**src/rtl/seq_det_ctrl.sv**
```systemverilog
// Drives a serial sequence detector one word at a time: clears it, shifts the word out MSB first,
// counts the detector's match cycles and hands the count to a consumer over a valid/ready port.
module seq_det_ctrl #(
    parameter int unsigned W = 16
) (
    input  logic         clk,
    input  logic         rst_n,
    input  logic         in_valid,
    input  logic [W-1:0] in_data,
    input  logic [4:0]   in_len,
    output logic         in_ready,
    output logic         det_seq_in,
    output logic         det_rst_n,
    input  logic         detected,
    output logic         out_valid,
    output logic [4:0]   out_count,
    input  logic         out_ready,
    output logic         busy
);

    typedef enum logic [2:0] {
        StIdle,
        StClr,
        StShift,
        StDrain,
        StReport
    } state_e;

    localparam logic [4:0] WLen = 5'(W);

    state_e       state_q, state_d;
    logic [W-1:0] shreg_q, shreg_d;
    logic [4:0]   bitcnt_q, bitcnt_d;
    logic [4:0]   count_q, count_d;
    logic         first_q, first_d;
    logic [4:0]   eff_len;

    assign eff_len = (in_len > WLen) ? WLen : in_len;

    always_ff @(posedge clk) begin
        if (!rst_n) begin
            state_q  <= StIdle;
            shreg_q  <= '0;
            bitcnt_q <= '0;
            count_q  <= '0;
            first_q  <= 1'b0;
        end else begin
            state_q  <= state_d;
            shreg_q  <= shreg_d;
            bitcnt_q <= bitcnt_d;
            count_q  <= count_d;
            first_q  <= first_d;
        end
    end

    always_comb begin
        state_d    = state_q;
        shreg_d    = shreg_q;
        bitcnt_d   = bitcnt_q;
        count_d    = count_q;
        first_d    = first_q;
        in_ready   = 1'b0;
        out_valid  = 1'b0;
        det_seq_in = 1'b0;

        unique case (state_q)
            StIdle: begin
                in_ready = 1'b1;
                if (in_valid) begin
                    count_d = '0;
                    if (eff_len == 5'd0) begin
                        state_d = StReport;
                    end else begin
                        shreg_d  = in_data;
                        bitcnt_d = eff_len;
                        state_d  = StClr;
                    end
                end
            end
            StClr: begin
                first_d = 1'b1;
                state_d = StShift;
            end
            StShift: begin
                det_seq_in = shreg_q[W-1];
                shreg_d    = {shreg_q[W-2:0], 1'b0};
                bitcnt_d   = bitcnt_q - 5'd1;
                first_d    = 1'b0;
                // The first shift cycle still shows the detector's cleared output, not a real bit.
                if (detected && !first_q) begin
                    count_d = count_q + 5'd1;
                end
                if (bitcnt_q == 5'd1) begin
                    state_d = StDrain;
                end
            end
            StDrain: begin
                if (detected) begin
                    count_d = count_q + 5'd1;
                end
                state_d = StReport;
            end
            StReport: begin
                out_valid = 1'b1;
                if (out_ready) begin
                    state_d = StIdle;
                end
            end
            default: state_d = StIdle;
        endcase
    end

    assign out_count = count_q;
    assign busy      = (state_q != StIdle);
    assign det_rst_n = rst_n & (state_q != StClr);

endmodule

```
**config.mk**
```make
export PLATFORM = sky130hd
export DESIGN_NAME = seq_det_ctrl
export DESIGN_NICKNAME = d
export VERILOG_FILES = /design/src/rtl/seq_det_ctrl.sv
export SDC_FILE = /design/constraint.sdc
export NUM_CORES = 1
export LEC_CHECK = 0
export ABC_AREA = 1
export CAP_MARGIN = 30
export CELL_PAD_IN_SITES_DETAIL_PLACEMENT = 0
export CELL_PAD_IN_SITES_GLOBAL_PLACEMENT = 1
export CORE_MARGIN = 5
export CORE_UTILIZATION = 35
export DETAILED_ROUTE_END_ITERATION = 10
export HOLD_SLACK_MARGIN = 0.05
export PLACE_DENSITY_LB_ADDON = 0.1
export REMOVE_ABC_BUFFERS = 1
export SLEW_MARGIN = 20
export SYNTH_ARGS = -nofsm -noshare
export SYNTH_HDL_FRONTEND = slang
export SYNTH_SLANG_ARGS = --single-unit
```
**constraint.sdc**
```tcl
create_clock -name clk -period 1.4 [get_ports clk]
set_input_delay 0.28 -clock clk [delete_from_list [all_inputs] [get_ports clk]]
set_output_delay 0.28 -clock clk [all_outputs]
set_load 0.005 [all_outputs]
```
Word level (Yosys, flattened, before mapping)
Index checks and enable logic that the tools add are counted.
W data, S select, Z words.

storage, ports and cells
  register bits after elaboration = 30
  word-level logic and storage cells = 52

cells by class
  $add $sub $neg = 2
  order comparisons = 1
  equal/unequal tests = 12
  muxes and demuxes = 20
  bitwise operators = 1
  reductions and logical operators = 11

operators with widths
  operator               count
  $mux W16               2
  $pmux W16 S2           1
  $mux W5                6
  $pmux W3 S5            1
  $pmux W5 S3            1
  $mux W3                4
  $ne A2 B2 Y1 const B   6
  $pmux W5 S2            1
  $eq A3 B2 Y1 const B   2
  $reduce_and A3 Y1      2
  $reduce_bool A3 Y1     2
  $add A5 B1 Y5 const B  1
  $eq A5 B1 Y1 const B   1
  $gt A5 B5 Y1 const B   1
  $logic_not A5 Y1       1
  $sub A5 B1 Y5 const B  1
  $reduce_and A4 Y1      1
  $reduce_bool A2 Y1     2
  $eq A3 B1 Y1 const B   1
  $eq A3 B3 Y1 const B   1
  $logic_not A3 Y1       1
  $mux W1                3
  $ne A3 B1 Y1 const B   1
  $pmux W1 S2            1
  other kinds (3)        3

Depth between registers and ports, before layout
Gate-level depths: netlist of run 1.

  depth in word-level cells = 6
  depth in mapped cells = 9
  gate-level depth less buffers = 9

Least setup slack after synthesis of run 1
Ideal clock, no wire load.

  path kind = input-to-output
  start point = input port rst_n
  end point = output port det_rst_n
  data arrival time = 997 ps
  required time = 1120 ps
  slack = 123 ps
  stages = 4
  buffers on the path = 2
  path through = clkbuf_1 > inv_1 > clkbuf_1 > a31oi_1

on the way
  longest elaborated chain between the ends = 1

ends and longest elaborated chain
  item             line  text
  start, declared  7     input logic rst_n,
  $and A1 B1 Y1    115   assign det_rst_n = rst_n & (state_q != StClr);
  end, declared    13    output logic det_rst_n,

Every way passes these cells.

Worst setup path in the final report of run 1
  start point = register state_q[0]
  end point = output port busy

on the way
  longest elaborated chain between the ends = 1

ends and longest elaborated chain
  item                    line  text
  start, declared         31    state_e state_q, state_d;
  start signal, assigned  42    state_q <= StIdle;
  start signal, assigned  48    state_q <= state_d;
  $reduce_bool A3 Y1      114   assign busy = (state_q != StIdle);
  end, declared           18    output logic busy

Every way passes these cells.

==> metrics.log, run 1 <==
INFO  metric cts.sinks = 30
INFO  metric clk_pin_slew = 0.07 ns
INFO  metric power_density = 1940 nW/µm²
INFO  metric first_global_vias = 1692
INFO  metric netlist_instances = 270
INFO  metric drt_first_pass_iters = 4
INFO  metric synth_enable_flop_cells = 0
INFO  metric max-clock-path-buffers = 2
INFO  metric design_power_total = 0.00494 W
INFO  metric placement.io_buffers = 35
INFO  metric holdPathEnd = shreg_q[15]
INFO  metric timing.hold.worst.start = shreg_q[15]
INFO  metric floorplan.initialDensity = 36.4%
INFO  metric clock_skew = 0.00582 ns
INFO  metric synth_top_cells_by_area = sky130_fd_sc_hd__dfxtp_1 35%, sky130_fd_sc_hd__nand2_1 14%, sky130_fd_sc_hd__nor2_1 11%, sky130_fd_sc_hd__nand3_1 9.5%, sky130_fd_sc_hd__inv_1 6.0%
INFO  metric outcome = finished clean
INFO  metric max_slew_margin = 86.1%
INFO  metric nets = 366
INFO  metric drt_first_iter_violations = 86
INFO  metric maxCapViolCount = 0
INFO  metric grt_use_total = 14.8%
INFO  metric synth-main-ff-cell = sky130_fd_sc_hd__dfxtp_1
INFO  metric post_route_cells_drive_above_1_share = 24.0%
INFO  metric timing_worst_slew_pin_value = 0.206 ns
INFO  metric reg2reg_depth = 9
INFO  metric worstSkewPairLatency = 0.28 ns
INFO  metric post-route-drc-count = 0
INFO  metric seqCellArea = 617 µm²
INFO  metric place.detailed.hpwl = 3.14 mm
INFO  metric place_inst = 391
INFO  metric cts_htree_levels = 2
INFO  metric worst-path-max-fanout = 5
INFO  metric reg2reg_slack = 0.08 ns
INFO  metric grtUsageMet2 = 24.3%
INFO  metric cp.arrival = 1.10 ns
INFO  metric fp.coreArea = 4790 µm²
INFO  metric gr-usage-met3 = 3.70%
INFO  metric post_synthesis_cell_area = 1740 µm²
INFO  metric viasPerCell = 4.48
INFO  metric ant_nets = 0
INFO  metric yosysSeqAreaShare = 34.5%
INFO  metric seq_power_share = 27.6%
INFO  metric finalNonFillerCells = 405
INFO  metric p_int = 0.00290 W
INFO  metric tritoncts_clock_tree = done
INFO  metric gr-total-overflow = 0
INFO  metric final-setup-viol-count = 0
INFO  metric ys_async_sr_fraction = 0%
INFO  metric end_of_the_worst_register_to_register_path = bitcnt_q[2]
INFO  metric reg2reg_from = state_q[1]
INFO  metric combinationalPowerShare = 57.6%
INFO  metric layout_min_cycle_time = 1.38 ns
INFO  metric syn2layout_area_growth = 45.9%
INFO  metric timing.final.hold_violations = 0
INFO  metric synth-seq-cells = 30
INFO  metric pwr-share-clk = 14.8%
INFO  metric synthDominantCellAreaShare = 34.5%
INFO  metric yosys.cell_count.top_type = sky130_fd_sc_hd__nand2_1
INFO  metric multi_input_area = 993 µm²
INFO  metric cts-buffers-inserted = 5
INFO  metric grt_first_pass_wirelength = 7.53 mm
INFO  metric number_of_distinct_library_cell_variants_in_the_gate_level_netlist_after_synthesis = 25
INFO  metric worst_hold_path.num_cells = 2
INFO  metric crit_path_start_kind = register
INFO  metric die_area = 6480 µm²
INFO  metric unrepaired_setup_endpoints_after_global_routing = true
INFO  metric routed_vias = 1813
INFO  metric diodes = 0
INFO  metric std_cell_rows = 25
INFO  metric dieWidth = 80.5 µm
INFO  metric achievable-frequency = 723 MHz
INFO  metric die-height = 80.5 µm
INFO  metric synthesis.yosys.warnings = 0
INFO  metric wl_per_cell = 11.1 µm
INFO  metric worst_ir_drop_vdd = 0.689 mV
INFO  metric power.share.switching = 41.4%
INFO  metric wl = 4.51 mm
INFO  metric static-leakage-power = 1.24 nW
INFO  metric grt_start_max_net_pins = 22
INFO  metric postSynthAreaPerCell = 6.45 µm²
INFO  metric critPathCaptureType = primary output
INFO  metric clock_tree.root_cell = sky130_fd_sc_hd__clkbuf_8
INFO  metric timing.final.max_slew_violations = 0
INFO  metric yosys.area.top_type = sky130_fd_sc_hd__dfxtp_1
INFO  metric busiest_layer = met2
INFO  metric io_pins = 36
INFO  metric fillCellCount = 491
INFO  metric initial_antenna_violation_count = 0
INFO  metric min-delay-path-class = reg2reg
INFO  metric gp_congestion = 0.788
INFO  metric period_share = 98.9%
INFO  metric crit_required = 1.12 ns
INFO  metric met1_usage = 19.1%
INFO  metric net-switching-power = 0.00204 W
INFO  metric synthTopCellsByCount = 63 x sky130_fd_sc_hd__nand2_1, 49 x sky130_fd_sc_hd__nor2_1, 33 x sky130_fd_sc_hd__nand3_1
INFO  metric criticalPathCategory = reg2out
==> cell type report <==
cell class                 instances  area share, %
sequential                        30           24.3
clock buffer                       7           3.40
inverter                          32           5.12
timing repair buffer              70           24.6
tap                               67           3.30
clock inverter                     1          0.197
multi-input combinational        198           39.1
==> critical path, cell delays in order (launching register included) <==
cell and delay (ns):
sky130_fd_sc_hd__dfxtp_2 0.32, sky130_fd_sc_hd__buf_4 0.15, sky130_fd_sc_hd__nor2_4 0.09, sky130_fd_sc_hd__nand2_2 0.05
sky130_fd_sc_hd__clkdlybuf4s15_2 0.20
==> placed cells by master (no fill, tap or decap), drive strengths merged <==
cell,instances
nand3,35
ha,3
a211oi,1
dlygate4sd2,3
clkdlybuf4s50,24
a31oi,1
dfxtp,30
clkbuf,8
dlymetal6s2s,3
clkdlybuf4s15,1
nand4,4
nand2,67
buf,38
a21oi,14
o21ai,17
xnor2,1
clkinv,1
inv,32
o22ai,1
nand3b,1
nor2,52
xor2,1
==> power groups by stage <==
stage          Clock, W  Combinational (W)  Sequential (W)
5_1_grt        0.000804            0.00324         0.00141
6_report       0.000733            0.00284         0.00136
3_3_place_gp          0            0.00259         0.00136
3_5_place_dp          0            0.00260         0.00136
2_1_floorplan         0            0.00157         0.00135
4_1_cts        0.000760            0.00266         0.00136
==> metrics by stage <==
stage	instance area [µm²]	utilization, %	hold slack, ns	setup TNS [ns]	worst slack, ns
finish	2540	53.1	0.472	0	0.0160
global route	2540	53.1	0.507	-0.0599	-0.0339
CTS	2450	51.1	0.476	0	0.00119
detailed placement	2320	48.4	0.449	-5.25	-0.403
global placement	2320	48.4	0.448	-5.76	-0.393
floorplan	1660	-	0.401	0	0.0639
==> per-layer routing <==
layer / share of wire (%) / vias to the layer above
met5: 0 / -
met4: 1.0 / 0
met3: 4.0 / 4
met2: 45 / 26
met1: 49 / 790
li1: - / 993
==> worst max path at each step <==
stage | to | slack [ns] | startpoint
3_3_place_gp | det_rst_n | -0.39 | rst_n
5_1_grt | busy | -0.03 | state_q[0]
4_1_cts | out_count[1] | 0.001 | out_count[1]
6_report | busy | 0.02 | state_q[0]
3_5_place_dp | det_rst_n | -0.40 | rst_n
2_1_floorplan | bitcnt_q[0] | 0.06 | state_q[2]
==> registers in the layout, indices dropped and copies added, names as in the netlist <==
| register | flops |
|---|---|
| shreg_q | 16 |
| bitcnt_q | 5 |
| out_count | 5 |
| state_q | 3 |
| first_q | 1 |
==> kinds of logic after synthesis <==
group	Yosys count	synth area share [%]
DFF	30	34.5
xor gates and xnor gates	2	1.01
buffers and inverters	43	11.8
AOI/OAI and AO/OA	34	10.1
and+or+nand+nor	158	40.5
adders and majority gates	3	2.16
==> timing repair <==
action	4_1_cts	5_1_grt
hold buffers	0	0
gates resized for setup	37	26
cloned	0	2
setup buffers	3	1
endpoints found under the setup margin	15	27
pin swaps	0	5
Note: power is estimated with default switching activity, not from simulation.
==> run 2: changes to the inputs <==
--- a/config.mk
+++ b/config.mk
@@ -12,6 +12,7 @@
 export CORE_MARGIN = 5
 export CORE_UTILIZATION = 35
 export DETAILED_ROUTE_END_ITERATION = 10
+export GPL_TIMING_DRIVEN = 0
 export HOLD_SLACK_MARGIN = 0.05
 export PLACE_DENSITY_LB_ADDON = 0.1
 export REMOVE_ABC_BUFFERS = 1
==> constraint.sdc (replaced) <==
create_clock -name clk -period 1.5 [get_ports clk]
set_input_delay 0.3 -clock clk [delete_from_list [all_inputs] [get_ports clk]]
set_output_delay 0.3 -clock clk [all_outputs]
set_load 0.005 [all_outputs]
==> metrics.log, run 2 (synthesized netlist as in run 1, its figures left out) <==
INFO  metric outcome = finished clean
INFO  metric timing_worst_slew_pin_value = 0.337 ns (+0.130 ns)
INFO  metric reg2reg_from = state_q[0]
INFO  metric criticalPathCategory = reg2out
INFO  metric viasPerCell = 4.69 (+4.7%)
INFO  metric cp.arrival = 1.15 ns (+0.05 ns)
INFO  metric layout_min_cycle_time = 1.45 ns
INFO  metric diodes = 0 (unchanged)
INFO  metric gr-total-overflow = 0 (unchanged)
INFO  metric final_common_cell = sky130_fd_sc_hd__nand2_1
INFO  metric seqCellArea = 626 µm² (+1.4%)
INFO  metric placement.io_buffers = 35 (unchanged)
INFO  metric clk_pin_slew = 0.06 ns (about the same)
INFO  metric crit_required = 1.20 ns (+0.08 ns)
INFO  metric unrepaired_setup_endpoints_after_global_routing = true
INFO  metric timing.hold.worst.start = rst_n
INFO  metric crit_path_start_kind = register
INFO  metric post-route-drc-count = 0 (unchanged)
INFO  metric floorplan.initialDensity = 36.4% (unchanged)
INFO  metric fp.coreArea = 4790 µm² (unchanged)
INFO  metric place.detailed.hpwl = 2.78 mm (-12%)
INFO  metric die_area = 6480 µm² (unchanged)
INFO  metric multi_input_area = 1020 µm² (+3.0%)
INFO  metric cts_htree_levels = 2 (unchanged)
INFO  metric std_cell_rows = 25 (unchanged)
INFO  metric max-clock-path-buffers = 2 (unchanged)
INFO  metric clock_skew = 0.00132 ns (-0.00449 ns)
INFO  metric period_share = 96.7%
INFO  metric reg2reg_slack = 0.07 ns (about the same)
INFO  metric tritoncts_clock_tree = done
INFO  metric first_global_vias = 1637 (-3.3%)
INFO  metric worst-path-max-fanout = 6 (+1)
INFO  metric wl = 4.83 mm (+7.2%)
INFO  metric min-delay-path-class = in2reg
INFO  metric drt_first_iter_violations = 82 (-4.7%)
INFO  metric maxCapViolCount = 0 (unchanged)
INFO  metric worst_hold_path.num_cells = 3 (+1)
INFO  metric grt_start_max_net_pins = 26 (+18%)
INFO  metric routed_vias = 1814 (+0.055%)
INFO  metric post_route_cells_drive_above_1_share = 17.8% (-6.2 points)
INFO  metric largest_register_ff_count = 16 (unchanged)
INFO  metric most-common-layout-cells = 62 x sky130_fd_sc_hd__nand2_1, 45 x sky130_fd_sc_hd__nor2_1, 32 x sky130_fd_sc_hd__nand3_1
INFO  metric worst_ir_drop_vdd = 0.667 mV (-3.2%)
INFO  metric dieWidth = 80.5 µm (unchanged)
INFO  metric power_density = 1830 nW/µm² (-6.1%)
INFO  metric end_of_the_worst_register_to_register_path = out_count[1]
INFO  metric clock_tree.root_cell = sky130_fd_sc_hd__clkbuf_8
INFO  metric setup-tns-final = 0 ns (unchanged)
INFO  metric final-setup-viol-count = 0 (unchanged)
INFO  metric initial_antenna_violation_count = 0 (unchanged)
INFO  metric nets = 349 (-4.6%)
INFO  metric achievable-frequency = 689 MHz
INFO  metric reg2reg_depth = 11 (+2)
INFO  metric worstSkewPairLatency = 0.27 ns (about the same)
INFO  metric finish.utilization = 50.8% (-2.3 points)
INFO  metric grt_first_pass_wirelength = 8.03 mm (+6.6%)
INFO  metric finalNonFillerCells = 387 (-4.4%)
INFO  metric max_slew_margin = 77.6% (-8.5 points)
INFO  metric cts.sinks = 30 (unchanged)
INFO  metric wl_per_cell = 12.5 µm (+12%)
INFO  metric critPathCaptureType = primary output
INFO  metric timing.final.hold_violations = 0 (unchanged)
INFO  metric timing.final.max_slew_violations = 0 (unchanged)
INFO  metric drt_first_pass_iters = 6 (+2)
INFO  metric syn2layout_area_growth = 39.6%
INFO  metric registers.top_by_ff_count = shreg_q
INFO  metric io_pins = 36 (unchanged)
INFO  metric ant_nets = 0 (unchanged)
INFO  metric die-height = 80.5 µm (unchanged)
INFO  metric gp_congestion = 0.729 (-7.5%)
INFO  metric fillCellCount = 507 (+3.3%)
INFO  metric holdPathEnd = shreg_q[9]
INFO  metric static-leakage-power = 1.10 nW (-11%)
INFO  metric place_inst = 361 (-7.7%)
INFO  metric cts-buffers-inserted = 5 (unchanged)
INFO  metric grt_use_total = 16.0% (+1.2 points)
run 2: cell count changes in the layout (fill, tap and decap cells not counted), moves of 3 or more:
cell                              delta
sky130_fd_sc_hd__buf_4              -15
sky130_fd_sc_hd__buf_6               -4
sky130_fd_sc_hd__nand3_2             -4
sky130_fd_sc_hd__clkdlybuf4s50_1     +3
sky130_fd_sc_hd__dfxtp_4             +3
sky130_fd_sc_hd__nor2_2              -3
run 2: per-stage QoR:
stage,cell area (µm²),hold slack [ns],setup WS (ns),total power [W]
2_1_floorplan,1660,0.421,0.164,0.00273
3_3_place_gp,2090,0.448,-1.29,0.00331
3_5_place_dp,2090,0.450,-1.28,0.00333
4_1_cts,2350,0.370,0.0116,0.00434
5_1_grt,2430,0.389,0.00159,0.00488
6_report,2430,0.382,0.0496,0.00444
run 2: timing repair:
item / CTS / global route
endpoints found under the setup margin: 37 / 28
hold buffers: 0 / 0
gates cloned: 3 / 0
setup buffers: 10 / 6
pin swaps: 3 / 4
gates resized for setup: 41 / 19
run 2: critical path: stages (launching register included):
cell                            delay, ns
sky130_fd_sc_hd__dfxtp_4             0.36
sky130_fd_sc_hd__inv_4               0.07
sky130_fd_sc_hd__buf_6               0.11
sky130_fd_sc_hd__nand2_1             0.07
sky130_fd_sc_hd__dlygate4sd2_1       0.27
run 2: worst max-delay path by stage:
stage / from / depth (start not counted) / end / slack, ns
3_5_place_dp: rst_n / 4 / det_rst_n / -1.28
5_1_grt: state_q[1] / 4 / in_ready / 0.002
4_1_cts: state_q[2] / 4 / busy / 0.01
3_3_place_gp: rst_n / 4 / det_rst_n / -1.29
2_1_floorplan: state_q[2] / 7 / bitcnt_q[0] / 0.16
6_report: state_q[2] / 4 / busy / 0.05
run 2: report_power, final:
group          internal (W)  switching (W)
clock              0.000319       0.000290
sequential          0.00114       0.000189
combinational       0.00103        0.00147
total               0.00249        0.00195
run 2: area by class of cell:
class                      count  area share [%]
sequential                    30            25.7
multi-input combinational    200            42.1
clock buffer                   7            3.14
tap                           67            3.45
timing repair buffer          51            19.7
inverter                      32            5.82
run 2: layer usage:
layer | wire length [µm] | GRT usage [%] | up-vias
met5 | 0 | 0 | -
met4 | 38 | 3.04 | 0
met3 | 249 | 4.04 | 5
met2 | 2270 | 25.4 | 34
met1 | 2270 | 21.9 | 815
li1 | - | - | 960
==> run 3: changes to the inputs <==
--- a/config.mk
+++ b/config.mk
@@ -7,10 +7,11 @@
 export LEC_CHECK = 0
 export ABC_AREA = 1
 export CAP_MARGIN = 30
-export CELL_PAD_IN_SITES_DETAIL_PLACEMENT = 0
+export CELL_PAD_IN_SITES_DETAIL_PLACEMENT = 1
 export CELL_PAD_IN_SITES_GLOBAL_PLACEMENT = 1
 export CORE_MARGIN = 5
-export CORE_UTILIZATION = 35
+export CORE_UTILIZATION = 36
+export CTS_BUF_LIST = sky130_fd_sc_hd__clkbuf_8
 export DETAILED_ROUTE_END_ITERATION = 10
 export GPL_TIMING_DRIVEN = 0
 export HOLD_SLACK_MARGIN = 0.05
==> metrics.log, run 3 (synthesized netlist as in run 1, its figures left out) <==
INFO  metric outcome = finished clean
INFO  metric grt_start_max_net_pins = 26 (unchanged)
INFO  metric post_route_cells_drive_above_1_share = 15.7% (-2.2 points)
INFO  metric clock_tree.root_cell = sky130_fd_sc_hd__clkbuf_8
INFO  metric place.detailed.hpwl = 3.09 mm (+11%)
INFO  metric nets = 342 (-2.0%)
INFO  metric syn2layout_area_growth = 35.9%
INFO  metric registers.top_by_ff_count = shreg_q
INFO  metric crit_path_start_kind = register
INFO  metric max-clock-path-buffers = 2 (unchanged)
INFO  metric crit_path_start = out_count[3]
INFO  metric routed_vias = 1852 (+2.1%)
INFO  metric timing.final.ws_setup = 0.0515 ns (+0.00197 ns)
INFO  metric initial_antenna_violation_count = 0 (unchanged)
INFO  metric cts_htree_levels = 2 (unchanged)
INFO  metric final-setup-viol-count = 0 (unchanged)
INFO  metric pre_cts_ws = -1.31 ns (-0.0301 ns)
INFO  metric largest_register_ff_count = 16 (unchanged)
INFO  metric cp.arrival = 1.15 ns (about the same)
INFO  metric drt_first_pass_iters = 4 (-2)
INFO  metric ant_nets = 0 (unchanged)
INFO  metric final_common_cell = sky130_fd_sc_hd__nand2_1
INFO  metric worstPathBufferInverterCount = 1 (-2)
INFO  metric cts.sinks = 30 (unchanged)
INFO  metric criticalPathCategory = reg2out
INFO  metric critPathTopFamily = buffers and inverters
INFO  metric gr-total-overflow = 0 (unchanged)
INFO  metric wl_per_cell = 13.8 µm (+11%)
INFO  metric net-switching-power = 0.00196 W (+0.71%)
INFO  metric worst-path-max-fanout = 6 (unchanged)
INFO  metric min-delay-path-class = in2reg
INFO  metric first_global_vias = 1789 (+9.3%)
INFO  metric seq_power_share = 29.8% (-0.2 points)
INFO  metric wl = 5.24 mm (+8.5%)
INFO  metric cp_cell_instances = clkdlybuf4s50_1
INFO  metric die_area = 6330 µm² (-2.4%)
INFO  metric power_density = 1850 nW/µm² (+1.2%)
INFO  metric combinationalPowerShare = 56.4% (about the same)
INFO  metric timing.final.hold_violations = 0 (unchanged)
INFO  metric cpPeakStageDelay = 0.50 ns (+0.14 ns)
INFO  metric die-height = 79.5 µm (-1.2%)
INFO  metric timing.hold.worst.start = rst_n
INFO  metric most-common-layout-cells = 62 x sky130_fd_sc_hd__nand2_1, 45 x sky130_fd_sc_hd__nor2_1, 32 x sky130_fd_sc_hd__nand3_1
INFO  metric maxCapViolCount = 0 (unchanged)
INFO  metric gp_congestion = 0.792 (+8.7%)
INFO  metric fp.coreArea = 4720 µm² (-1.3%)
INFO  metric power.share.switching = 44.9% (+0.98 points)
INFO  metric worst_path_max_delay_cell = sky130_fd_sc_hd__clkdlybuf4s50_1
INFO  metric clock_skew = 0.00478 ns (+0.00345 ns)
INFO  metric viasPerCell = 4.87 (+4.0%)
INFO  metric cts-buffers-inserted = 5 (unchanged)
INFO  metric fillCellCount = 613 (+21%)
INFO  metric tritoncts_clock_tree = done
INFO  metric p_int = 0.00241 W (-3.2%)
INFO  metric floorplan.initialDensity = 36.8% (+0.48 points)
INFO  metric io_pins = 36 (unchanged)
INFO  metric grt_first_pass_wirelength = 8.49 mm (+5.8%)
INFO  metric std_cell_rows = 25 (unchanged)
INFO  metric worstSkewPairLatency = 0.28 ns (about the same)
INFO  metric dieWidth = 79.5 µm (-1.2%)
INFO  metric reg2reg_from = state_q[2]
INFO  metric crit_required = 1.20 ns (about the same)
INFO  metric max_slew_margin = 71.4% (-6.1 points)
INFO  metric drt_first_iter_violations = 69 (-16%)
INFO  metric placement.io_buffers = 35 (unchanged)
INFO  metric layout_min_cycle_time = 1.45 ns (-0.00197 ns)
INFO  metric clk_pin_slew = 0.06 ns (about the same)
INFO  metric period_share = 96.6% (-0.13 points)
INFO  metric grt_use_total = 17.4% (+1.4 points)
INFO  metric pwr-share-clk = 13.7% (about the same)
INFO  metric worst_ir_drop_vdd = 0.834 mV (+25%)
INFO  metric timing_worst_slew_pin_value = 0.428 ns (+0.0918 ns)
INFO  metric post-route-drc-count = 0 (unchanged)
INFO  metric static-leakage-power = 1.08 nW (-1.6%)
INFO  metric worst_hold_slack = 0.437 ns (+0.0550 ns)
INFO  metric achievable-frequency = 690 MHz (+0.14%)
INFO  metric timing.final.max_slew_violations = 0 (unchanged)
INFO  metric design_power_total = 0.00437 W (-1.5%)
INFO  metric critPathCaptureType = primary output
INFO  metric diodes = 0 (unchanged)
==> run 3: changes by cell type in the layout (fill, tap and decap cells not counted), sizes merged <==
cell,previous run,this run
clkbuf,7,5
dlymetal6s2s,1,2
buf,19,12
inv,31,33
dlygate4sd2,4,3
==> run 3: metrics by stage <==
step,util (%),cells,cell area [µm²],setup TNS [ns]
after global routing,50.1,380,2370,-0.00241
after floorplan,-,259,1660,0
after global placement,44.3,361,2090,-16.89
after CTS,49.1,380,2320,0
after detailed placement,44.3,361,2090,-17.04
final,50.1,380,2370,0
==> run 3: final timing paths <==
path / slack [ns] / depth (start not counted) / endpoint
worst max register to register: 0.08 / 8 / state_q[2]
worst min-delay path: 0.44 / 3 / state_q[2]
worst max-delay path: 0.05 / 1 / out_count[3]
worst min register to register: 0.47 / 2 / first_q
==> run 3: routing by layer <==
metal,vias to the layer above,track usage [%],wire length [µm]
met5,-,0,0
li1,949,-,-
met3,6,3.50,208
met2,28,29.5,2490
met4,0,5.15,46
met1,869,22.0,2500
==> run 3: power by group through the flow <==
stage	sequential (W)	clock, W	combinational, W
2_1_floorplan	0.00126	0	0.00146
3_3_place_gp	0.00129	0	0.00202
3_5_place_dp	0.00130	0	0.00207
4_1_cts	0.00130	0.000618	0.00240
5_1_grt	0.00134	0.000650	0.00277
6_report	0.00130	0.000600	0.00247
==> run 3: layout make-up <==
| cell class | instances | area, µm² | share of cell area, % |
|---|---|---|---|
| inverter | 32 | 141 | 5.98 |
| tap | 67 | 83.8 | 3.54 |
| sequential | 30 | 623 | 26.3 |
| multi-input combinational | 200 | 1010 | 42.8 |
| clock inverter | 2 | 7.51 | 0.317 |
| timing repair buffer | 44 | 428 | 18.1 |
| clock buffer | 5 | 68.8 | 2.91 |
==> run 3: repair_timing <==
action	in CTS	in global routing
buffers inserted	9	0
pin swaps	3	0
endpoints found under the setup margin	37	30
gates resized for setup	38	15
gates cloned	3	0
hold buffers	0	0
